===== config.mk =====
export PLATFORM = sky130hd
export DESIGN_NAME = hazard_ctrl
export DESIGN_NICKNAME = d
export VERILOG_FILES = /design/src/rtl/hazard_ctrl.sv
export SDC_FILE = /design/constraint.sdc
export NUM_CORES = 1
export LEC_CHECK = 0
export CORE_UTILIZATION = 43
export CTS_CLUSTER_SIZE = 8
export DETAILED_ROUTE_END_ITERATION = 6
export GPL_TIMING_DRIVEN = 0
export HOLD_SLACK_MARGIN = 0.12
export PLACE_DENSITY = 0.87
export SLEW_MARGIN = 20
export SYNTH_ARGS = -nofsm -noshare
export SYNTH_HDL_FRONTEND = slang
export SYNTH_SLANG_ARGS = --single-unit
export TNS_END_PERCENT = 20

===== constraint.sdc =====
create_clock -name clk -period 2 [get_ports clk]
set_clock_uncertainty 0.1 [all_clocks]
set_input_delay 0.4 -clock clk [delete_from_list [all_inputs] [get_ports clk]]
set_output_delay 0.4 -clock clk [all_outputs]
set_load 0.005 [all_outputs]

===== src/rtl/hazard_ctrl.sv =====
// Hazard and stall controller for the five-stage core: EX operand forwarding,
// load-use bubble insertion, branch flushes, and pipeline hold while a NoC
// memory access from MEM is outstanding (with timeout into a sticky ERROR).
//
// state    | meaning
// ---------+-----------------------------------------------------------
// RUN      | normal operation, no NoC access outstanding
// MEM_WAIT | NoC access issued from MEM, waiting for mem_ack
// ERROR    | NoC never answered; pipeline frozen until reset
module hazard_ctrl #(
    parameter int TIMEOUT_CYCLES = 255,
    parameter int CNT_W          = 32
) (
    input  logic             clk,
    input  logic             rst_n,
    input  logic [4:0]       Rs1_D,
    input  logic [4:0]       Rs2_D,
    input  logic [4:0]       Rs1_E,
    input  logic [4:0]       Rs2_E,
    input  logic [4:0]       Radd_E,
    input  logic             RegW_enable_E,
    input  logic             Result_src_E,
    input  logic [4:0]       Radd_M,
    input  logic             RegW_enable_M,
    input  logic [4:0]       Radd_W,
    input  logic             RegW_enable_W,
    input  logic             PCsrc_E,
    input  logic             mem_req_M,
    input  logic             mem_ack,
    output logic             Stall_F,
    output logic             Stall_D,
    output logic             Stall_E,
    output logic             Stall_M,
    output logic             Flush_D,
    output logic             Flush_E,
    output logic [1:0]       Forward_A_E,
    output logic [1:0]       Forward_B_E,
    output logic             mem_busy,
    output logic             timeout,
    output logic [CNT_W-1:0] stall_cnt,
    output logic [CNT_W-1:0] flush_cnt
);

    // Wide enough to hold TIMEOUT_CYCLES-1 even when TIMEOUT_CYCLES is 1.
    localparam int WAIT_W = $clog2(TIMEOUT_CYCLES + 1);
    localparam logic [WAIT_W-1:0] WAIT_LAST = WAIT_W'(TIMEOUT_CYCLES - 1);

    typedef enum logic [1:0] {
        RUN      = 2'd0,
        MEM_WAIT = 2'd1,
        ERROR    = 2'd2
    } state_t;

    state_t            state_q, state_d;
    logic [WAIT_W-1:0] wait_cnt_q, wait_cnt_d;
    logic [CNT_W-1:0]  stall_cnt_q, stall_cnt_d;
    logic [CNT_W-1:0]  flush_cnt_q, flush_cnt_d;

    logic lw_stall;
    logic mem_stall;
    logic stall_f_int;
    logic flush_d_int;
    logic flush_e_int;
    logic [1:0] fwd_a, fwd_b;

    // Operand forwarding: MEM ALU result beats WB result; x0 never forwards.
    always_comb begin
        fwd_a = 2'b00;
        fwd_b = 2'b00;
        if (RegW_enable_M && (Radd_M != 5'd0) && (Radd_M == Rs1_E))
            fwd_a = 2'b10;
        else if (RegW_enable_W && (Radd_W != 5'd0) && (Radd_W == Rs1_E))
            fwd_a = 2'b01;
        if (RegW_enable_M && (Radd_M != 5'd0) && (Radd_M == Rs2_E))
            fwd_b = 2'b10;
        else if (RegW_enable_W && (Radd_W != 5'd0) && (Radd_W == Rs2_E))
            fwd_b = 2'b01;
    end

    // Hazard detection and the resulting stall/flush controls.
    always_comb begin
        lw_stall  = Result_src_E & RegW_enable_E & (Radd_E != 5'd0) &
                    ((Radd_E == Rs1_D) | (Radd_E == Rs2_D));
        mem_stall = ((state_q == RUN) & mem_req_M & ~mem_ack) |
                    ((state_q == MEM_WAIT) & ~mem_ack) |
                    (state_q == ERROR);
        // A pending branch stays in EX under a memory hold and flushes on release.
        if (mem_stall) begin
            stall_f_int = 1'b1;
            flush_d_int = 1'b0;
            flush_e_int = 1'b0;
        end else begin
            stall_f_int = lw_stall;
            flush_d_int = PCsrc_E;
            flush_e_int = lw_stall | PCsrc_E;
        end
    end

    // While reset is asserted the pipeline registers are held clear and nothing forwards.
    always_comb begin
        Stall_F     = rst_n & stall_f_int;
        Stall_D     = rst_n & stall_f_int;
        Stall_E     = rst_n & mem_stall;
        Stall_M     = rst_n & mem_stall;
        Flush_D     = ~rst_n | flush_d_int;
        Flush_E     = ~rst_n | flush_e_int;
        Forward_A_E = rst_n ? fwd_a : 2'b00;
        Forward_B_E = rst_n ? fwd_b : 2'b00;
        mem_busy    = (state_q == MEM_WAIT);
        timeout     = (state_q == ERROR);
        stall_cnt   = stall_cnt_q;
        flush_cnt   = flush_cnt_q;
    end

    // NoC wait sequencing: an ack on the last allowed cycle still returns to RUN.
    always_comb begin
        state_d    = state_q;
        wait_cnt_d = wait_cnt_q;
        case (state_q)
            RUN: begin
                if (mem_req_M && !mem_ack) begin
                    state_d    = MEM_WAIT;
                    wait_cnt_d = '0;
                end
            end
            MEM_WAIT: begin
                if (mem_ack)
                    state_d = RUN;
                else if (wait_cnt_q == WAIT_LAST)
                    state_d = ERROR;
                else
                    wait_cnt_d = wait_cnt_q + WAIT_W'(1);
            end
            ERROR:   state_d = ERROR;
            default: state_d = RUN;
        endcase
    end

    // Saturating performance counters.
    always_comb begin
        stall_cnt_d = stall_cnt_q;
        flush_cnt_d = flush_cnt_q;
        if (stall_f_int && (stall_cnt_q != {CNT_W{1'b1}}))
            stall_cnt_d = stall_cnt_q + CNT_W'(1);
        if (flush_d_int && (flush_cnt_q != {CNT_W{1'b1}}))
            flush_cnt_d = flush_cnt_q + CNT_W'(1);
    end

    // State, wait counter and performance counter registers.
    always_ff @(posedge clk or negedge rst_n) begin
        if (!rst_n) begin
            state_q     <= RUN;
            wait_cnt_q  <= '0;
            stall_cnt_q <= '0;
            flush_cnt_q <= '0;
        end else begin
            state_q     <= state_d;
            wait_cnt_q  <= wait_cnt_d;
            stall_cnt_q <= stall_cnt_d;
            flush_cnt_q <= flush_cnt_d;
        end
    end

endmodule


==> metrics <==
clk sinks 74; clock-pin transition on the worst setup and hold timing paths ~0.080 ns; top cells by count, synth 74 x dfrtp_1, 58 x xor2_1, 40 x xnor2_1, 36 x nand2_1, 32 x nor2_1; worst min path class in -> async; RSZ-0062 raised after global routing true; sequential fraction of the synthesis area 0.4523; main combinational cell family by area after synthesis simple AND/OR/NAND/NOR gates; WP data required roughly 1.5 ns; # diodes 0; Vias between 3000 and 4000; Final Cell Area around 0.0065 sq mm; Post-Route WL 12440 microns; cell accounting for the most synthesized area dfrtp_1; num rows 35; Worst Reg2Reg Path Length in Cells 9; Synth Area in XOR/XNOR 0.2097; Initial Util 0.4431; reg-to-reg endpoint flush_cnt[26]; CP Launch Point Rs2_E[3]; status complete, but fails checks; EDFF count, synth 0; TritonCTS clock tree yes; Synthesized Nets between 400 and 500; Routed Antenna Nets 0; port bufs around 120; cell count after synthesis 400; H-tree depth 3; Synth Register Bits 74; Synth Area in Adders 0.01222; chip width 99.58 microns; Min Hold Slack 0.1326 ns; # Max-Cap Violations 0; routed length per instance approximately 17 microns; critical path class in -> out; PwrDens between 600 and 700 mW/mm^2; CP max FO 2; Crit. End Element primary output; Initial DRT Pass Iterations 5; Async SR Flop Fraction 1.000; GRT Residual Overflow 0; Placer Congestion between 0.8 and 0.9; gr usage total 0.2483; total CTS buffers 9; Area Growth Syn to Fin 59.26%; register area approximately 0.0019 sq mm; Synth top area share 0.4523; Root Buffer clkbuf_8; drt via density between 5 and 6; nets 627; Clock Tree Buf Depth 2; post-place setup slack -1.215 ns; max-slew violation count 0; Tmin final 2.246 ns; hpwl dp about 7400 microns; global-route wire length before repair a little under 20000 microns; Util after Layout 0.7056; Slew HR 0.5186; DP Area around 0.0055 sq mm; vias in the first global route ~3900; crit path DAT roughly 1.8 ns; DRC Markers 0; leak pwr between 0.003 and 0.004 uW; post-synthesis compound-gate area fraction 0.03117; ys flop type dfrtp_1; largest net degree at the start of global routing 22; most common cell in the netlist dfrtp_1; post-synthesis area per instance 10.23 sq um; layout cells sized above 1 0.2864; Worst IR Drop VDD ~0.00038 V; library cells used by synthesis 50; num ports 120; Area contributors post-synth dfrtp_1 45%, xor2_1 12%, xnor2_1 8.6%, nand3_1 3.7%, nand2_1 3.3%; Cell Area, Synth about 0.004 sq mm; Worst Max-Slew Pin Slew 0.7206 ns; # fillers between 600 and 700; R2R setup slack -0.21 ns; period utilisation layout 1.123; core region area 0.009240 sq mm; mux cell area share after synthesis 0.005501; area of the multi-input gates around 0.0025 sq mm; Fmax achieved between 400 and 500 MHz; DR iter-0 viols approximately 120; final setup vio count 45; CP Capture Point Forward_B_E[0]; failing checks negative setup slack; worst r2r src state_q[0]; Yosys Warn Count 0; post-synthesis simple-gate area fraction 0.2641; Worst-Skew Late Latency between 0.3 and 0.4 ns; final hold violations 0; Final WS setup -0.2463 ns; Die Y-Extent 99.58 microns; initial antenna violation count 0; full die area 0.009915 sq mm; CP Launch Type primary input
## area by class of cell
class                      count  area share
buffer                         6     0.01094
clock buffer                   9     0.01900
clock inverter                 6    0.009019
inverter                      10    0.005757
multi-input combinational    309      0.3890
sequential                    74      0.2854
tap                          129     0.02476
timing repair buffer         169      0.2562
## metal layers
layer | part of all wire | up-vias | global-route usage
met2 | 0.52 | 152 | 0.4386
met1 | 0.41 | 1874 | 0.3015
li1 | - | 1751 | -
met3 | 0.050 | 28 | 0.06044
met5 | 0 | - | 0
met4 | 0.022 | 0 | 0.07014
## layout by cell type, fill, tap and decap left out, drive strengths merged, types with 4 or more instances in the layout
cell type / instances
dfrtp: 74
buf: 72
clkdlybuf4s50: 70
xor2: 58
xnor2: 40
nand2: 36
nor2: 34
nand3: 30
nor3: 23
dlygate4sd2: 22
nand4: 19
nor4: 14
clkbuf: 12
inv: 10
or2: 6
o21ai: 6
clkinv: 5
bufbuf: 4
dlygate4sd3: 4
and4: 4
ha: 4
## where the power goes
| group | switching [uW] | internal, uW |
|---|---|---|
| registers | 199 | 1640 |
| clock network | 558 | 563 |
| logic | 504 | 677 |
## worst min path at each step
stage                              from       endpoint  slack, ns
final                             rst_n   stall_cnt[4]       0.13
after global routing              rst_n  stall_cnt[15]       0.15
after CTS                 stall_cnt[23]  stall_cnt[23]       0.40
after detailed placement          rst_n  flush_cnt[18]       0.31
after global placement    stall_cnt[23]  stall_cnt[23]       0.38
after floorplan                   rst_n   flush_cnt[0]      0.004
## metrics by stage
stage / setup TNS [ns] / cells / power [uW]
floorplan: -0.9736 / 400 / 2189
global placement: -217.57 / 648 / 2663
detailed placement: -40.81 / 649 / 2714
CTS: -4.261 / 696 / 3971
global route: -9.038 / 712 / 4322
finish: -4.491 / 712 / 4138
## cell families (layout without fill, tap and decap cells)
group,after synthesis,count (layout)
AO/OA/AOI/OAI,17,17
XOR/XNOR,98,98
adder cells (fa/ha/maj),4,4
buffers and inverters,17,200
flip-flops,74,74
multiplexers,2,2
AND/OR/NAND/NOR,188,188
## worst max-delay path, stage by stage
cell	delay [ns]
clkdlybuf4s50_1	0.47
xor2_1	0.17
nor3_1	0.25
nand3_1	0.10
nor3_1	0.22
buf_2	0.15
## timing repair
item | CTS | global route
hold buffers | 5 | 0
buffers inserted | 22 | 16
gates cloned | 5 | 1
hold endpoints to repair | 74 | 0
gates resized for setup | 187 | 49
pin swaps | 38 | 27
endpoints found under the setup margin | 61 | 69
## flip-flops by register name, summed over array words and instances (netlist names)
name / cells
stall_cnt: 32
wait_cnt_q: 8
state_q: 2
flush_cnt: 32
Power figures use the tool's default switching activity.
